==> config.mk <==
export PLATFORM = sky130hd
export DESIGN_NAME = sram_write_monitor
export DESIGN_NICKNAME = d
export VERILOG_FILES = /design/src/rtl/sram_write_monitor.sv
export SDC_FILE = /design/constraint.sdc
export NUM_CORES = 1
export LEC_CHECK = 0
export BUFFER_PORTS_ARGS = -buffer_cell sky130_fd_sc_hd__clkbuf_2
export CAP_MARGIN = 20
export CORE_ASPECT_RATIO = 0.6
export CORE_MARGIN = 2
export CORE_UTILIZATION = 40
export DETAILED_ROUTE_END_ITERATION = 10
export PLACE_DENSITY = 0.65
export SLEW_MARGIN = 25
export SYNTH_ARGS = -nofsm -noshare
export SYNTH_HDL_FRONTEND = slang
export SYNTH_SLANG_ARGS = --single-unit
export TNS_END_PERCENT = 30
==> constraint.sdc <==
create_clock -name Clock_50 -period 5.78 [get_ports Clock_50]
set_input_delay 0.867 -clock Clock_50 [delete_from_list [all_inputs] [get_ports Clock_50]]
set_output_delay 0.867 -clock Clock_50 [all_outputs]
set_load 0.05 [all_outputs]
==> src/rtl/sram_write_monitor.sv <==
`timescale 1ns/1ps
`default_nettype none
// +----------------------------------------------------------------------------+
// | Module      : sram_write_monitor                                           |
// | Description : Watches the SRAM write port, sorts writes into address       |
// |               regions, checks sequential order, counts writes and folds    |
// |               written data into a per-region rotate/XOR signature.         |
// | Revision    : 1.0 - initial release                                        |
// +----------------------------------------------------------------------------+
module sram_write_monitor #(
  parameter int ADDR_W      = 18,
  parameter int DATA_W      = 16,
  parameter int NUM_REGIONS = 3,
  parameter int CNT_W       = 18,
  parameter int OOR_W       = 16
) (
  input  logic                          Clock_50,
  input  logic                          Reset,
  input  logic                          Enable,
  input  logic                          SRAM_we_n,
  input  logic [ADDR_W-1:0]             SRAM_address,
  input  logic [DATA_W-1:0]             SRAM_write_data,
  input  logic [NUM_REGIONS*ADDR_W-1:0] Region_base,
  input  logic [NUM_REGIONS*CNT_W-1:0]  Region_size,
  input  logic [NUM_REGIONS*DATA_W-1:0] Expected_sig,
  output logic [NUM_REGIONS-1:0]        Region_done,
  output logic [NUM_REGIONS-1:0]        Region_fail,
  output logic                          All_pass,
  output logic [OOR_W-1:0]              Out_of_region_count,
  output logic                          First_err_valid,
  output logic [ADDR_W-1:0]             First_err_address,
  output logic [1:0]                    Monitor_state
);

  // Region bounds are compared one bit wider than either operand so base+size never wraps.
  localparam int CMP_W = ((ADDR_W > CNT_W) ? ADDR_W : CNT_W) + 1;

  typedef enum logic [1:0] {
    ST_IDLE = 2'd0,
    ST_MON  = 2'd1,
    ST_DONE = 2'd2
  } state_t;

  state_t              state;
  logic                enable_q;
  logic                s1_valid;
  logic [ADDR_W-1:0]   s1_addr;
  logic [DATA_W-1:0]   s1_data;

  logic [CNT_W-1:0]    count     [NUM_REGIONS];
  logic [DATA_W-1:0]   sig       [NUM_REGIONS];
  logic [CNT_W-1:0]    count_inc [NUM_REGIONS];
  logic [CNT_W-1:0]    size_w    [NUM_REGIONS];
  logic [DATA_W-1:0]   exp_w     [NUM_REGIONS];
  logic [DATA_W-1:0]   sig_next  [NUM_REGIONS];

  logic [NUM_REGIONS-1:0] hit;
  logic [NUM_REGIONS-1:0] sel;
  logic [NUM_REGIONS-1:0] overrun;
  logic [NUM_REGIONS-1:0] seq_bad;

  logic active;
  logic arm;
  logic err_hit;

  assign active        = (state != ST_IDLE) && Enable;
  assign arm           = Enable && !enable_q;
  assign Monitor_state = state;

  // Per-region address decode, sequence check and next signature.
  generate
    for (genvar g = 0; g < NUM_REGIONS; g++) begin : g_region
      logic [CMP_W-1:0] base_x;
      logic [CMP_W-1:0] size_x;
      logic [CMP_W-1:0] addr_x;
      logic [CMP_W-1:0] count_x;

      assign base_x       = CMP_W'(Region_base[g*ADDR_W +: ADDR_W]);
      assign size_w[g]    = Region_size[g*CNT_W +: CNT_W];
      assign exp_w[g]     = Expected_sig[g*DATA_W +: DATA_W];
      assign size_x       = CMP_W'(size_w[g]);
      assign addr_x       = CMP_W'(s1_addr);
      assign count_x      = CMP_W'(count[g]);
      assign hit[g]       = (addr_x >= base_x) && (addr_x < (base_x + size_x));
      assign overrun[g]   = (count[g] == size_w[g]);
      assign seq_bad[g]   = (addr_x != (base_x + count_x));
      assign count_inc[g] = count[g] + CNT_W'(1);
      assign sig_next[g]  = {sig[g][DATA_W-2:0], sig[g][DATA_W-1]} ^ s1_data;
    end
  endgenerate

  // Lowest-index matching region wins when regions overlap.
  always_comb begin
    sel = '0;
    for (int i = 0; i < NUM_REGIONS; i++) begin
      if (hit[i] && (sel == '0)) begin
        sel[i] = 1'b1;
      end
    end
  end

  assign err_hit = s1_valid && ((sel & (overrun | seq_bad)) != '0);

  // Stage 1: capture write strobe, address and data; edge detect on Enable.
  always_ff @(posedge Clock_50 or posedge Reset) begin
    if (Reset) begin
      enable_q <= 1'b0;
      s1_valid <= 1'b0;
      s1_addr  <= '0;
      s1_data  <= '0;
    end else begin
      enable_q <= Enable;
      s1_valid <= active && !SRAM_we_n;
      s1_addr  <= SRAM_address;
      s1_data  <= SRAM_write_data;
    end
  end

  // Stage 2: state machine, region bookkeeping and registered result outputs.
  always_ff @(posedge Clock_50 or posedge Reset) begin
    if (Reset) begin
      state               <= ST_IDLE;
      Region_done         <= '0;
      Region_fail         <= '0;
      All_pass            <= 1'b0;
      Out_of_region_count <= '0;
      First_err_valid     <= 1'b0;
      First_err_address   <= '0;
      for (int i = 0; i < NUM_REGIONS; i++) begin
        count[i] <= '0;
        sig[i]   <= '0;
      end
    end else begin
      case (state)
        ST_IDLE: begin
          All_pass <= 1'b0;
          if (arm) begin
            state               <= ST_MON;
            Region_done         <= '0;
            Region_fail         <= '0;
            Out_of_region_count <= '0;
            First_err_valid     <= 1'b0;
            First_err_address   <= '0;
            for (int i = 0; i < NUM_REGIONS; i++) begin
              count[i] <= '0;
              sig[i]   <= '0;
            end
          end
        end
        default: begin
          if (!Enable) begin
            // Results stay frozen; any write still in stage 1 is dropped.
            state    <= ST_IDLE;
            All_pass <= 1'b0;
          end else begin
            if ((state == ST_MON) && (&Region_done)) begin
              state <= ST_DONE;
            end
            // All regions done implies DONE this edge or already.
            All_pass <= (&Region_done) && (Region_fail == '0) &&
                        (Out_of_region_count == '0);

            for (int i = 0; i < NUM_REGIONS; i++) begin
              if (s1_valid && sel[i]) begin
                if (overrun[i]) begin
                  Region_fail[i] <= 1'b1;
                end else begin
                  if (seq_bad[i]) begin
                    Region_fail[i] <= 1'b1;
                  end
                  count[i] <= count_inc[i];
                  sig[i]   <= sig_next[i];
                  if (count_inc[i] == size_w[i]) begin
                    Region_done[i] <= 1'b1;
                    if (sig_next[i] != exp_w[i]) begin
                      Region_fail[i] <= 1'b1;
                    end
                  end
                end
              end
            end

            if (s1_valid && (sel == '0) && (Out_of_region_count != '1)) begin
              Out_of_region_count <= Out_of_region_count + OOR_W'(1);
            end

            if (err_hit && !First_err_valid) begin
              First_err_valid   <= 1'b1;
              First_err_address <= s1_addr;
            end
          end
        end
      endcase
    end
  end

endmodule
`default_nettype wire

==> qor.yml, run 1 <==
floorplanning:
  row_count: 61
  ios: 238
  start_util: 0.408
  coreArea_um2: 46600
  design.die.area_um2: 49400
  die_x_um: 286
  die_h_um: 173
synthesis:
  syn_nets: 2659
  synthArstFlopShare: 1.00
  ys_types: 94
  syn_area_per_cell_um2: 8.50
  synth.ff_latch_count: 182
  syn_inst: 2241
  yosys_warnings: 0
  yosysSeqAreaShare: 0.239
  synth_edf_count: 0
  ys.flop_type: "dfrtp_1"
  syn_area_um2: 19000
grt:
  grt_pass1_wl_um: 108000
  grt_pass1_vias: 17827
  antenna_found_initial: 4
  grt.total_usage: 0.284
  globalRoute.totalOverflow: 0
  grt_max_degree: 145
sta:
  final_hold_viol_count: 0
  fin_crit_sh: 0.967
  fmax_mhz: 179
  holdWs_ps: 485
  slew_violations: 0
  skew_ps: 21.5
  tns_ps: 0
  setup_viol: 0
  slew_headroom: 0.361
  worst_slew_pin_slew_ps: 951
  fin_crit_ps: 5590
worst_setup_path:
  critPathTopFamily: "simple AND/OR/NAND/NOR gates"
  cp-end-kind: "register"
  arrival_ps: 5980
  worstSetupPathType: "in2reg"
  timing.critical_path.slowest_stage_cell: "or4b_1"
  worst-path-buf-inv: 3
  worstPathCellList: "clkbuf_2, ha_1, fa_1, a211o_1, o211ai_2, a211oi_1, or4b_1, and3_1, o21ai_0, nor2b_1, xor2_1, ha_1, and3_1, or4b_4, a221oi_4, a211oi_4, and2b_2, nand4_1, buf_4, clkbuf_16, or3_1, a21oi_1"
  cp.required_ps: 6180
  critical_path.max_fanout: 6
  cpPeakStageDelay_ps: 510
  worst_setup_path_start_kind: "input port"
clocking:
  clkLatencyLatePin_ps: 480
  tritoncts: "yes"
  cts_sinks: 182
  cts.clk_slew.worst_paths_ps: 80
  ctsHoldBuffers: 0
  cts-root-buf: "clkbuf_16"
  cts_buffers: 17
  h-tree-depth: 4
  clockBufferDepth: 2
pwr:
  power_frac_clock: 0.296
  powerDensity_nw_per_um2: 183
  pwr-share-seq: 0.351
  switchingPower_mw: 1.53
  p_leak_nw: 10.2
  power_frac_comb: 0.353
  peakVddDrop_uv: 201
  p_sw_frac: 0.379
  p_int_mw: 2.51
detailed_routing:
  drc_errors: 0
  drt_iter0_markers: 2009
  drtAntennaViolNets: 0
  vias_per_cell: 5.97
  routed_wl_um: 70800
  vias: 18812
  avgRoutedWirePerCell_um: 22.5
  drtPass1Iterations: 5
cells_and_area:
  final_cell_mix: "clkbuf_2, ha_1, xnor2_1"
  finalNetCount: 2922
  syn_to_final_growth_pct: 16.0
  n_fill_cell: 4561
  drive_above_1_share: 0.162
  final_cells: 3151
  final_common_cell: "clkbuf_2"
worst_hold_path:
  hold_class: "in2reg"
placed_design:
  place_hpwl_um: 57100
  dp_cells: 3111
  place.gp.congestion: 1.05
  port_buffers: 237
status:
  status: "complete, no violations"
run:
  max-cap-violations: 0
power by group through the flow:
stage / clock network, mW / registers [mW] / logic, mW
after global placement: 0 / 1.44 / 1.36
after floorplan: 0 / 1.42 / 0.931
final: 1.20 / 1.42 / 1.43
after detailed placement: 0 / 1.44 / 1.39
after global routing: 1.28 / 1.43 / 1.58
after CTS: 1.24 / 1.42 / 1.40
per-layer routing:
layer  global-route usage  vias up  share of wire
li1                     -     8800              -
met5                    0        -              0
met1                0.428     9036           0.48
met3               0.0623      100          0.093
met4               0.0803        0          0.023
met2                0.401      876           0.41
per-stage QoR:
| stage | cell area [um^2] | utilization | worst slack [ps] | power, mW |
|---|---|---|---|---|
| final | 22100 | 0.474 | 192 | 4.05 |
| after global routing | 22100 | 0.474 | -25.0 | 4.29 |
| after CTS | 22000 | 0.471 | 245 | 4.05 |
| after detailed placement | 21400 | 0.459 | -256 | 2.83 |
| after global placement | 21400 | 0.459 | -143 | 2.80 |
| after floorplan | 19000 | - | 221 | 2.35 |
logic make-up (layout without fill, tap and decap cells):
| family | Yosys count | in the layout | synth area share |
|---|---|---|---|
| compound gates | 595 | 595 | 0.217 |
| xor+xnor | 308 | 308 | 0.142 |
| fa+ha+maj | 225 | 225 | 0.150 |
| buf+inv | 199 | 475 | 0.0420 |
| flops | 182 | 182 | 0.239 |
| mux | 31 | 31 | 0.0172 |
| other cells | 0 | 4 | 0 |
| simple gates | 701 | 701 | 0.192 |
registers in the layout, indices dropped and copies added (netlist names):
name                 count
count                   54
sig                     48
First_err_address       18
s1_addr                 18
Out_of_region_count     16
s1_data                 16
Region_done              3
Region_fail              3
Monitor_state            2
All_pass                 1
First_err_valid          1
enable_q                 1
s1_valid                 1
cells in the mapped netlist (37+ instances only):
cell type | instances | area, um^2
and2_1 | 37 | 231
inv_1 | 124 | 465
nor3_1 | 52 | 260
o21ai_0 | 114 | 571
a21oi_1 | 141 | 706
a21o_1 | 46 | 345
dfrtp_1 | 182 | 4550
xor2_1 | 121 | 1060
nor4_1 | 43 | 269
xnor2_1 | 186 | 1630
nand3_1 | 85 | 425
nor2_1 | 119 | 447
clkbuf_1 | 49 | 184
o31ai_1 | 39 | 293
nand2_1 | 161 | 604
nand4_1 | 56 | 350
ha_1 | 218 | 2730
worst paths after layout:
| check | from | to | slack [ps] | cells after the start |
|---|---|---|---|---|
| max | Region_base[0] | Out_of_region_count[9]$_DFFE_PP0P_ | 190 | 22 |
| min | SRAM_write_data[15] | s1_data[15]$_DFF_PP0_ | 490 | 1 |
| max reg2reg | count[36]$_DFFE_PP0P_ | First_err_address[10]$_DFFE_PP0P_ | 1560 | 14 |
| min reg2reg | sig[26]$_DFFE_PP0P_ | sig[26]$_DFFE_PP0P_ | 500 | 2 |
| max in group asynchronous | Reset | First_err_address[16]$_DFFE_PP0P_ | 4190 | 4 |
| min in group asynchronous | Reset | count[9]$_DFFE_PP0P_ | 570 | 3 |
layout make-up:
class                           count  area (um^2)  share of cell area
Timing Repair Buffer              319         1930              0.0872
Clock buffer                       18          429              0.0194
Inverter                          124          469              0.0212
Sequential cell                   182         4550               0.206
Antenna cell                        4         10.0            0.000453
Clock inverter                     14          161             0.00730
Multi-Input combinational cell   1860        13800               0.623
Tap cell                          630          788              0.0357
repair_timing:
action | 4_1_cts | 5_1_grt
buffers inserted | 0 | 2
resized for setup | 0 | 12
endpoints found under the setup margin | 0 | 70
(Power assumes the default switching activity.)
==> inputs of run 2 (changes only) <==
--- a/config.mk
+++ b/config.mk
@@ -10,6 +10,7 @@
 export CORE_ASPECT_RATIO = 0.6
 export CORE_MARGIN = 2
 export CORE_UTILIZATION = 40
+export CTS_BUF_LIST = sky130_fd_sc_hd__clkbuf_8
 export DETAILED_ROUTE_END_ITERATION = 10
 export PLACE_DENSITY = 0.65
 export SLEW_MARGIN = 25
==> run 2 against run 1 <==
  * Die area unchanged
  * Clock power down 24%
  * Via count about the same
  * Wire length down 0.39%
  * Cell area down 1.3%
  * Worst hold slack worse by 60 ps
  * Critical path depth up 1
  * First-iteration DRC count down 4.0%
  * Critical endpoint is now count[3]$_DFFE_PP0P_
  * Highest routed layer unchanged
==> qor.yml, run 2 (synthesis gave the netlist of run 1 again) <==
grt:
  grt.total_usage: 0.284  # about the same
  grt_max_degree: 145  # unchanged
  busiest_layer: "met1"  # unchanged
  grt_use_met3: 0.0587  # was 0.0623
  grt_pass1_vias: 17803  # was 17827
  antenna_found_initial: 3  # was 4
  grt_util_met1: 0.430  # was 0.428
  grt_pass1_wl_um: 108000  # about the same
  globalRoute.totalOverflow: 0  # unchanged
  use_met2: 0.403  # was 0.401
pwr:
  power_frac_comb: 0.379  # was 0.353
  power_mw: 3.76  # was 4.05 mW
  p_int_mw: 2.26  # was 2.51 mW
  power_frac_clock: 0.243  # was 0.296
  switchingPower_mw: 1.50  # was 1.53 mW
  pwr-share-seq: 0.379  # was 0.351
  powerDensity_nw_per_um2: 172  # was 183 nW/um^2
  peakVddDrop_uv: 131  # was 201 uV
  p_leak_nw: 10.0  # was 10.2 nW
  p_sw_frac: 0.399  # was 0.379
cells_and_area:
  final_util: 0.468  # was 0.474
  final_cell_mix: "clkbuf_2, ha_1, xnor2_1"  # unchanged
  largest_reg_flops: 54  # unchanged
  reg_top3: "count (54), sig (48)"  # unchanged
  final_cells: 3146  # was 3151
  n_fill_cell: 4584  # was 4561
  finalNetCount: 2918  # was 2922
  final_area_um2: 21800  # was 22100 um^2
  syn_to_final_growth_pct: 14.6  # was 16.0%
  final_common_cell: "clkbuf_2"  # unchanged
  drive_above_1_share: 0.159  # was 0.162
  regMostFlops: "count"  # unchanged
clocking:
  h-tree-depth: 4  # unchanged
  cts_buffers: 17  # unchanged
  tritoncts: "yes"  # unchanged
  cts-root-buf: "clkbuf_8"  # was clkbuf_16
  ctsHoldBuffers: 0  # unchanged
  clockBufferDepth: 2  # unchanged
  clkLatencyLatePin_ps: 540  # was 480 ps
  cts.clk_slew.worst_paths_ps: 110  # was 80 ps
  cts_sinks: 182  # unchanged
worst_setup_path:
  cp.required_ps: 6200  # was 6180 ps
  cp-end-kind: "register"  # unchanged
  timing.critical_path.slowest_stage_cell: "or4b_1"  # unchanged
  worstPathCellList: "clkbuf_2, ha_1, a21o_1, a21oi_2, o21bai_1, a211o_1, a21oi_1, o21ai_0, a211o_1, a31o_2, a21oi_1, xor2_1, ha_1, and3_1, or4b_1, a221oi_4, a211oi_4, buf_4, nor3_1, and4b_2, buf_12, o22ai_1, a22o_1"  # was clkbuf_2, ha_1, fa_1, a211o_1, o211ai_2, a211oi_1, or4b_1, and3_1, o21ai_0, nor2b_1, xor2_1, ha_1, and3_1, or4b_4, a221oi_4, a211oi_4, and2b_2, nand4_1, buf_4, clkbuf_16, or3_1, a21oi_1
  critPathTopFamily: "compound AO/OA/AOI/OAI gates"  # was simple AND/OR/NAND/NOR gates
  cpPeakStageDelay_ps: 490  # was 510 ps
  worst-path-buf-inv: 3  # unchanged
  critical_path.max_fanout: 29  # was 6
  reg2reg_slack_ps: 1590  # was 1560 ps
  worstSetupPathType: "in2reg"  # unchanged
  arrival_ps: 5920  # was 5980 ps
  worst_setup_path_start_kind: "input port"  # unchanged
detailed_routing:
  routed_wl_um: 70500  # was 70800 um
  vias_per_cell: 5.98  # was 5.97
  drc_errors: 0  # unchanged
  drtPass1Iterations: 6  # was 5
  vias: 18816  # was 18812
  drtAntennaViolNets: 0  # unchanged
  drt_iter0_markers: 1928  # was 2009
  avgRoutedWirePerCell_um: 22.4  # was 22.5 um
sta:
  fin_crit_ps: 5490  # was 5590 ps
  slew_violations: 0  # unchanged
  setup_viol: 0  # unchanged
  final_hold_viol_count: 0  # unchanged
  slew_headroom: 0.361  # about the same
  fmax_mhz: 182  # was 179 MHz
  worst_slew_pin_slew_ps: 959  # was 951 ps
  skew_ps: 21.5  # about the same
  tns_ps: 0  # unchanged
  timing.final.ws_setup_ps: 289  # was 192 ps
  holdWs_ps: 425  # was 485 ps
  rsz0062_at_grt: "no"
  fin_crit_sh: 0.950  # was 0.967
floorplanning:
  row_count: 61  # unchanged
  die_h_um: 173  # unchanged
  design.die.area_um2: 49400  # unchanged
  start_util: 0.408  # unchanged
  coreArea_um2: 46600  # unchanged
  ios: 238  # unchanged
  die_x_um: 286  # unchanged
placed_design:
  dpl-instance-area_um2: 21400  # unchanged
  place_ws_ps: -256  # unchanged
  port_buffers: 237  # unchanged
  place.gp.congestion: 1.05  # unchanged
  place_hpwl_um: 57100  # unchanged
  dp_cells: 3111  # unchanged
status:
  status: "complete, no violations"  # unchanged
run:
  max-cap-violations: 0  # unchanged
worst_hold_path:
  hold_class: "in2reg"  # unchanged
[run 2: what timing repair did]
action                                  4_1_cts  5_1_grt
resized for setup                             0        7
endpoints found under the setup margin        0       18
setup buffers                                 0        0
[run 2: final timing paths]
path	start	end	cells after the start
worst max-delay path	Region_base[1]	count[3]$_DFFE_PP0P_	23
worst min-delay path	SRAM_write_data[11]	s1_data[11]$_DFF_PP0_	1
worst max register to register	count[36]$_DFFE_PP0P_	First_err_address[10]$_DFFE_PP0P_	14
worst min register to register	sig[26]$_DFFE_PP0P_	sig[26]$_DFFE_PP0P_	2
max in group asynchronous	Reset	First_err_address[16]$_DFFE_PP0P_	4
min in group asynchronous	Reset	count[7]$_DFFE_PP0P_	3
[run 2: power groups by stage]
stage	Clock, mW	Combinational [mW]	Sequential (mW)
after floorplan	0	0.931	1.42
after global placement	0	1.36	1.44
after detailed placement	0	1.39	1.44
after CTS	0.950	1.40	1.42
after global routing	0.990	1.58	1.43
final	0.911	1.42	1.42
[run 2: final cells by class]
type,instances,area (um^2),share of cell area
Timing Repair Buffer,315,1860,0.0854
Multi-Input combinational cell,1860,13700,0.630
Antenna cell,3,7.51,0.000344
Clock inverter,15,165,0.00757
Inverter,124,469,0.0215
Tap cell,630,788,0.0361
Clock buffer,17,234,0.0107
Sequential cell,182,4550,0.209
[run 2: per-layer routing]
layer	vias up	routed length (um)
met5	-	0
met4	0	1560
met3	99	6770
met2	921	28700
met1	9011	33500
li1	8785	-
[run 2: worst reg2reg max path, stage by stage (launching register included)]
cell and delay (ps):
dfrtp_1 530, ha_1 300, fa_1 410, a21o_1 220
a221oi_2 480, o21ai_0 150, a21oi_1 300, mux4_2 350
nor2_1 170, nor4b_4 320, nor2b_2 110, buf_4 150
o31ai_4 270, buf_12 210, o2bb2ai_1 110
